$ cat src/rtl/electrode_seq_pkg.sv
`default_nettype none
// ============================================================================
// Module   : electrode_seq_pkg
// Brief    : Shared state encoding and watchdog limit for the sequencer.
// Revision : 1.0
// ============================================================================
package electrode_seq_pkg;

    typedef enum logic [2:0] {
        ST_IDLE     = 3'd0,
        ST_LOAD     = 3'd1,
        ST_ISSUE    = 3'd2,
        ST_WAIT_FIN = 3'd3,
        ST_DWELL    = 3'd4,
        ST_DONE     = 3'd5
    } seq_state_e;

    // Full serial shift plus margin before the serializer is declared hung.
    function automatic int timeout_cycles(input int n_electrodes);
        return 2 * n_electrodes + 8;
    endfunction

endpackage
`default_nettype wire

$ cat src/rtl/electrode_pattern_ram.sv
`default_nettype none
// ============================================================================
// Module   : electrode_pattern_ram
// Brief    : Pattern table, synchronous write / combinational read, no reset.
// Revision : 1.0
// ============================================================================
module electrode_pattern_ram
    import electrode_seq_pkg::*;
#(
    parameter int N_ELECTRODES = 31,
    parameter int N_PATTERNS   = 8,
    parameter int IDX_W        = $clog2(N_PATTERNS)
) (
    input  logic                    clk_i,
    input  logic                    we_i,
    input  logic [IDX_W-1:0]        waddr_i,
    input  logic [N_ELECTRODES-1:0] wdata_i,
    input  logic [IDX_W-1:0]        raddr_i,
    output logic [N_ELECTRODES-1:0] rdata_o
);

    logic [N_ELECTRODES-1:0] mem_q [N_PATTERNS];

    always_ff @(posedge clk_i) begin
        if (we_i) begin
            mem_q[waddr_i] <= wdata_i;
        end
    end

    assign rdata_o = mem_q[raddr_i];

endmodule
`default_nettype wire

$ cat src/rtl/electrode_config_sequencer.sv
`default_nettype none
// ============================================================================
// Module   : electrode_config_sequencer
// Brief    : Feeds a table of electrode patterns to serializer_mod one by one.
//            Optional WAIT_FIN watchdog + timeout_err port: SEQ_TIMEOUT_EN.
// Revision : 1.0
// ============================================================================
module electrode_config_sequencer
    import electrode_seq_pkg::*;
#(
    parameter int N_ELECTRODES = 31,
    parameter int N_PATTERNS   = 8,
    parameter int DWELL_W      = 16,
    parameter int IDX_W        = $clog2(N_PATTERNS),
    parameter int CNT_W        = $clog2(N_PATTERNS + 1)
) (
    input  logic                    CLK,
    input  logic                    RST_N,
    input  logic                    start,
    input  logic                    stop,
    input  logic                    loop_en,
    input  logic [CNT_W-1:0]        n_patterns_cfg,
    input  logic [DWELL_W-1:0]      dwell_cycles,
    input  logic                    wr_en,
    input  logic [IDX_W-1:0]        wr_addr,
    input  logic [N_ELECTRODES-1:0] wr_data,
    input  logic                    ser_sr_finish,
    output logic                    ser_enable_desp,
    output logic [N_ELECTRODES-1:0] electr_config_out,
    output logic [IDX_W-1:0]        pattern_idx,
    output logic                    busy,
    output logic                    done,
    output logic                    wr_err
`ifdef SEQ_TIMEOUT_EN
    ,
    output logic                    timeout_err
`endif
);

    seq_state_e              state_q, state_d;
    logic [IDX_W-1:0]        idx_q, idx_d;
    logic [IDX_W-1:0]        last_q, last_d;
    logic                    loop_q, loop_d;
    logic [DWELL_W-1:0]      dwell_q, dwell_d;
    logic [DWELL_W-1:0]      dwell_cnt_q, dwell_cnt_d;
    logic                    stop_pend_q, stop_pend_d;
    logic                    ser_en_q, ser_en_d;
    logic [N_ELECTRODES-1:0] cfg_q, cfg_d;
    logic [IDX_W-1:0]        pidx_q, pidx_d;
    logic                    busy_q, busy_d;
    logic                    done_q, done_d;
    logic                    wr_err_q, wr_err_d;
    logic [N_ELECTRODES-1:0] rd_data;
    logic [DWELL_W-1:0]      dwell_lim;

`ifdef SEQ_TIMEOUT_EN
    localparam int WD_W = $clog2(timeout_cycles(N_ELECTRODES));
    localparam logic [WD_W-1:0] WD_LAST = WD_W'(timeout_cycles(N_ELECTRODES) - 1);
    logic [WD_W-1:0] wd_cnt_q, wd_cnt_d;
    logic            tmo_q, tmo_d;
`endif

    electrode_pattern_ram #(
        .N_ELECTRODES (N_ELECTRODES),
        .N_PATTERNS   (N_PATTERNS),
        .IDX_W        (IDX_W)
    ) u_ram (
        .clk_i   (CLK),
        .we_i    (wr_en & ~busy_q),
        .waddr_i (wr_addr),
        .wdata_i (wr_data),
        .raddr_i (idx_q),
        .rdata_o (rd_data)
    );

    // A zero dwell still spends one counted cycle in DWELL.
    assign dwell_lim = (dwell_q == '0) ? DWELL_W'(1) : dwell_q;

    always_comb begin
        state_d     = state_q;
        idx_d       = idx_q;
        last_d      = last_q;
        loop_d      = loop_q;
        dwell_d     = dwell_q;
        dwell_cnt_d = dwell_cnt_q;
        stop_pend_d = stop_pend_q | (busy_q & stop);
        cfg_d       = cfg_q;
        pidx_d      = pidx_q;
`ifdef SEQ_TIMEOUT_EN
        wd_cnt_d    = (state_q == ST_WAIT_FIN) ? wd_cnt_q + 1'b1 : '0;
        tmo_d       = 1'b0;
`endif
        case (state_q)
            ST_IDLE: begin
                if (start && (n_patterns_cfg != '0)) begin
                    idx_d       = '0;
                    stop_pend_d = 1'b0;
                    loop_d      = loop_en;
                    dwell_d     = dwell_cycles;
                    last_d      = (n_patterns_cfg > CNT_W'(N_PATTERNS))
                                ? IDX_W'(N_PATTERNS - 1)
                                : IDX_W'(n_patterns_cfg - CNT_W'(1));
                    state_d     = ST_LOAD;
                end
            end
            ST_LOAD: begin
                cfg_d   = rd_data;
                pidx_d  = idx_q;
                state_d = stop_pend_q ? ST_DONE : ST_ISSUE;
            end
            ST_ISSUE: state_d = ST_WAIT_FIN;
            ST_WAIT_FIN: begin
                if (ser_sr_finish) begin
                    dwell_cnt_d = '0;
                    state_d     = stop_pend_q ? ST_DONE : ST_DWELL;
                end
`ifdef SEQ_TIMEOUT_EN
                else if (wd_cnt_q == WD_LAST) begin
                    tmo_d   = 1'b1;
                    state_d = ST_DONE;
                end
`endif
            end
            ST_DWELL: begin
                if (dwell_cnt_q == dwell_lim) begin
                    if (stop_pend_q) begin
                        state_d = ST_DONE;
                    end else if (idx_q == last_q) begin
                        idx_d   = '0;
                        state_d = loop_q ? ST_LOAD : ST_DONE;
                    end else begin
                        idx_d   = idx_q + 1'b1;
                        state_d = ST_LOAD;
                    end
                end else begin
                    dwell_cnt_d = dwell_cnt_q + 1'b1;
                end
            end
            ST_DONE: begin
                stop_pend_d = 1'b0;
                state_d     = ST_IDLE;
            end
            default: state_d = ST_IDLE;
        endcase

        // Outputs are registered from the next state so they align with it.
        ser_en_d = (state_d == ST_ISSUE);
        busy_d   = (state_d inside {ST_LOAD, ST_ISSUE, ST_WAIT_FIN, ST_DWELL});
        done_d   = (state_d == ST_DONE);
        wr_err_d = wr_en & busy_q;
    end

    always_ff @(posedge CLK or negedge RST_N) begin
        if (!RST_N) begin
            state_q     <= ST_IDLE;
            idx_q       <= '0;
            last_q      <= '0;
            loop_q      <= 1'b0;
            dwell_q     <= '0;
            dwell_cnt_q <= '0;
            stop_pend_q <= 1'b0;
            ser_en_q    <= 1'b0;
            cfg_q       <= '0;
            pidx_q      <= '0;
            busy_q      <= 1'b0;
            done_q      <= 1'b0;
            wr_err_q    <= 1'b0;
`ifdef SEQ_TIMEOUT_EN
            wd_cnt_q    <= '0;
            tmo_q       <= 1'b0;
`endif
        end else begin
            state_q     <= state_d;
            idx_q       <= idx_d;
            last_q      <= last_d;
            loop_q      <= loop_d;
            dwell_q     <= dwell_d;
            dwell_cnt_q <= dwell_cnt_d;
            stop_pend_q <= stop_pend_d;
            ser_en_q    <= ser_en_d;
            cfg_q       <= cfg_d;
            pidx_q      <= pidx_d;
            busy_q      <= busy_d;
            done_q      <= done_d;
            wr_err_q    <= wr_err_d;
`ifdef SEQ_TIMEOUT_EN
            wd_cnt_q    <= wd_cnt_d;
            tmo_q       <= tmo_d;
`endif
        end
    end

    assign ser_enable_desp   = ser_en_q;
    assign electr_config_out = cfg_q;
    assign pattern_idx       = pidx_q;
    assign busy              = busy_q;
    assign done              = done_q;
    assign wr_err            = wr_err_q;
`ifdef SEQ_TIMEOUT_EN
    assign timeout_err       = tmo_q;
`endif

endmodule
`default_nettype wire

$ cat config.mk
export PLATFORM = sky130hd
export DESIGN_NAME = electrode_config_sequencer
export DESIGN_NICKNAME = d
export VERILOG_FILES = /design/src/rtl/electrode_seq_pkg.sv /design/src/rtl/electrode_pattern_ram.sv /design/src/rtl/electrode_config_sequencer.sv
export SDC_FILE = /design/constraint.sdc
export NUM_CORES = 1
export LEC_CHECK = 0
export ABC_AREA = 1
export ABC_CLOCK_PERIOD_IN_PS = 3000
export CAP_MARGIN = 10
export CORE_MARGIN = 4
export CORE_UTILIZATION = 58
export DETAILED_ROUTE_END_ITERATION = 8
export GPL_ROUTABILITY_DRIVEN = 1
export HOLD_SLACK_MARGIN = 0.05
export PLACE_DENSITY_LB_ADDON = 0.3
export SETUP_SLACK_MARGIN = 0.02
export SYNTH_ARGS = -nofsm -noshare
export SYNTH_HDL_FRONTEND = slang
export SYNTH_SLANG_ARGS = --single-unit
$ cat constraint.sdc
create_clock -name CLK -period 3 [get_ports CLK]
set_clock_uncertainty 0.15 [all_clocks]
set_input_delay 0.3 -clock CLK [delete_from_list [all_inputs] [get_ports CLK]]
set_output_delay 0.3 -clock CLK [all_outputs]
set_load 0.02 [all_outputs]
==> impl_summary.log <==
[metrics] outcome: finished clean
[metrics] critical path's most frequent cell: nand2_1
[metrics] power spent charging and discharging nets: about 4.3 mW
[metrics] CTS sink cnt: 329
[metrics] transition time of the tightest slew-check pin: ~0.73 ns
[metrics] cell type with the highest aggregate area in the netlist: edfxtp_1
[metrics] endpoint arrival time on the critical path: 2.47 ns
[metrics] Fillers: ~1500
[metrics] area share of the largest cell type after synthesis: 0.564
[metrics] worst-case headroom to the max-slew limit: 0.516
[metrics] WL per Instance: 19.2 um
[metrics] top_reg_cell synth: edfxtp_1
[metrics] cell-by-cell trace of the critical path: nor2_1 -> nand2_1 -> nor2_1 -> nand2_1 -> nand2_1 -> nand2_1 -> nand2_1 -> nand3_2 -> nor2_2 -> nand3_2 -> nand2_2 -> inv_2 -> nand3_1 -> o21ai_2
[metrics] diode count: 0
[metrics] main combinational cell family by area after synthesis: simple AND/OR/NAND/NOR gates
[metrics] count of buffers added by post-CTS timing repair for setup: 0
[metrics] Worst Setup Start Kind: flop
[metrics] clock transition at the registers of the reported paths: 0.06 ns
[metrics] net total in the final layout: approximately 1300
[metrics] worst-case hold slack: roughly 0.15 ns
[metrics] cell-internal power: ~9 mW
[metrics] combined area of all synthesized cells: 0.0132 sq mm
[metrics] pin count of the biggest net entering global routing: approximately 110
[metrics] Net Count, Synth: 1195
[metrics] total power density per cell area: 854 mW/mm^2
[metrics] unrepaired setup endpoints after global routing: no
[metrics] placeable core region: between 0.02 and 0.025 sq mm
[metrics] share of the synthesized area in compound gates (AO/OA/AOI/OAI): 0.0915
[metrics] global-route usage over all layers: 0.232
[metrics] class of the tightest hold or removal check: input port to asynchronous set/reset pin
[metrics] I/O Pins: between 90 and 100
[metrics] final standard cell area without fillers: 0.0158 sq mm
[metrics] Post-Synth Simple-Gate Area: 0.138
[metrics] part of the total power dissipated in sequential elements: 0.430
[metrics] first-pass GRT wire length: ~47000 um
[metrics] Chip Width: 159 um
[metrics] synthesis-stage register bit count: between 300 and 400
[metrics] initial antenna violation count: 0
[metrics] highest-count cells in the layout ignoring fill and taps: edfxtp_1, nand2_1, nor2_1
[metrics] Post-Synthesis Mean Instance Area: 11.7 sq um
[metrics] CTS H-tree depth: 2
[metrics] period utilisation layout: 0.746
[metrics] number of vias in the routed layout: 8910
[metrics] standard cell with the maximum stage delay on the critical path: dfrtp_1
[metrics] arithmetic-cell share of the synthesized area counting full adders, half adders and majority gates: 0.00284
[metrics] number of failing setup endpoints in the final timing report: 0
[metrics] number of buffers inserted during clock tree synthesis: 34
[metrics] sequential fraction of the synthesis area: 0.717
[metrics] final critical path time including I/O delays and setup: 2.24 ns
[metrics] most frequent standard cell in the layout excluding fill and tap cells: edfxtp_1
[metrics] antenna-violating nets left: 0
[metrics] kind of critical path: flop to flop
[metrics] number of global-route vias before repair: roughly 8900
[metrics] worst voltage drop across the vdd grid: around 0.61 mV
[metrics] final-report hold violation count: 0
[metrics] buffers from clock root to sink, at most: 3
[metrics] maximum clock frequency: ~450 MHz
[metrics] number of maximum-capacitance constraint violations: 0
[metrics] sort of element at the end of the critical path: flop
[metrics] static leakage: 5.84 nW
[metrics] DP HPWL: 17000 um
[metrics] slowest stage delay, CP: roughly 0.42 ns
[metrics] initial core utilization: 0.598
[metrics] Die Area: 0.0253 sq mm
[metrics] area share of xor/xnor cells in the synthesized design: 0.0212
[metrics] setup TNS: 0 ns
[metrics] number of detailed-route iterations in the first pass: 5
[metrics] synth top area cells: edfxtp_1, dfrtp_1, nand2_1
[metrics] setup slack after layout: 0.763 ns
[metrics] share of async-settable or async-resettable flops after synthesis: 0.246
[metrics] switching fraction of total power: 0.319
[metrics] Post-Place Cell Area: 0.0146 sq mm
[metrics] number of design-rule violations left by the first detailed-router iteration: 830
[metrics] proportion of power drawn by combinational gates: 0.263
[metrics] root cell of the clock tree: clkbuf_16
[metrics] multiplexer fraction of the synthesized cell area: 0
[metrics] post-CTS resize count: 0
[metrics] global placement routability congestion: 0.825
[metrics] total overflow reported by the global router: 0
[metrics] total wirelength of the detailed-routed design: 29500 um
[metrics] Post-synth EDFFs: 248
[metrics] count of buffers inserted at the top-level ports: 98
[metrics] number of vias per cell: ~5.8
[metrics] Synthesis Warnings: 0
[metrics] DRC viols: 0
[metrics] number of unique standard cell types used by synthesis: 33
[metrics] fraction of power consumed by the clock network: 0.306
[metrics] Area growth, synth to finish: 19.3%
[metrics] CTS tree: done
[metrics] share of layout cells above drive strength 1: 0.0874
[metrics] Clk Latency, worst-skew pair: 0.52 ns
[metrics] y dimension of the die: between 150 and 200 um
[metrics] standard-cell rows: between 50 and 60
[metrics] Place WS: ~0.6 ns
[metrics] number of max-slew violations in the final report: 0
[metrics] Gate Count Post-Synth: 1131
[metrics] Crit path required time: 3.23 ns
[metrics] peak fanout along the critical path: 22
[registers in the layout, indices dropped and copies added (netlist names), 3 cells and up]
| signal | cells |
|---|---|
| dwell_cnt_q | 16 |
| dwell_q | 16 |
| electr_config_out | 31 |
| idx_q | 3 |
| last_q | 3 |
| pattern_idx | 3 |
| state_q | 3 |
| u_ram.mem_q | 248 |
[power groups by stage]
| stage | clock network (mW) | registers, mW | logic, mW |
|---|---|---|---|
| after global placement | 0 | 5.87 | 3.42 |
| after detailed placement | 0 | 5.87 | 3.53 |
| final | 4.12 | 5.79 | 3.55 |
| after global routing | 4.38 | 5.85 | 3.92 |
| after floorplan | 0 | 6.03 | 2.05 |
| after CTS | 4.17 | 5.79 | 3.56 |
[worst paths after layout]
check	from	endpoint	slack, ns	cells after the start
min reg2reg	pattern_idx[0]	pattern_idx[0]	0.34	2
max	dwell_q[8]	dwell_cnt_q[1]	0.76	14
max reg2reg	dwell_q[8]	dwell_cnt_q[1]	0.76	14
min	RST_N	electr_config_out[4]	0.15	2
min in group CLK	dwell_cycles[3]	dwell_q[3]	0.19	3
max in group asynchronous	RST_N	dwell_q[5]	1.87	3
[Yosys cell counts (2+ instances only)]
cell type  count
edfxtp_1     248
nand2_1      209
nor2_1       176
o21ai_0      136
dfrtp_1       81
o22ai_1       63
clkbuf_1      49
nand3_1       43
inv_1         36
xor2_1        18
xnor2_1       14
o21ai_2       10
nand4_1        7
nor3_1         7
buf_2          5
a21oi_1        3
a31oi_1        3
ha_1           3
nand2_2        3
buf_6          2
inv_2          2
nand3_2        2
[layer usage]
metal,GRT usage,wire (um)
met1,0.325,12400
met2,0.381,14200
met5,0,0
met3,0.0386,2290
met4,0.0675,606
[per-stage QoR]
| step | util | std cells | power (mW) |
|---|---|---|---|
| floorplan | - | 1131 | 8.08 |
| global placement | 0.662 | 1476 | 9.29 |
| detailed placement | 0.662 | 1476 | 9.40 |
| CTS | 0.714 | 1539 | 13.5 |
| global route | 0.714 | 1539 | 14.2 |
| finish | 0.714 | 1539 | 13.5 |
[repair_timing]
action,CTS,global route
hold buffers,1,0
endpoints found under the setup margin,0,0
hold endpoints to repair,32,0
[worst max-delay path: cells and delay by family (launching register included)]
kind	cells	cell delay, ns
AO/OA/AOI/OAI	1	0.06
buffers and inverters	1	0.22
flip-flops	1	0.42
AND/OR/NAND/NOR	12	1.28
[cell type report]
cell class | instances | area, sq um | area share
clock buffer | 52 | 1020 | 0.0647
clock inverter | 10 | 101 | 0.00643
inverter | 39 | 146 | 0.00929
multi-input combinational | 704 | 3410 | 0.216
sequential | 329 | 9480 | 0.601
tap | 280 | 350 | 0.0222
timing repair buffer | 125 | 1260 | 0.0798
[cells by family after synthesis]
group           after synthesis
compound gates              217
xor+xnor                     32
fa+ha+maj                     3
buf+inv                      98
flops                       329
simple gates                452
(Power assumes the default switching activity.)
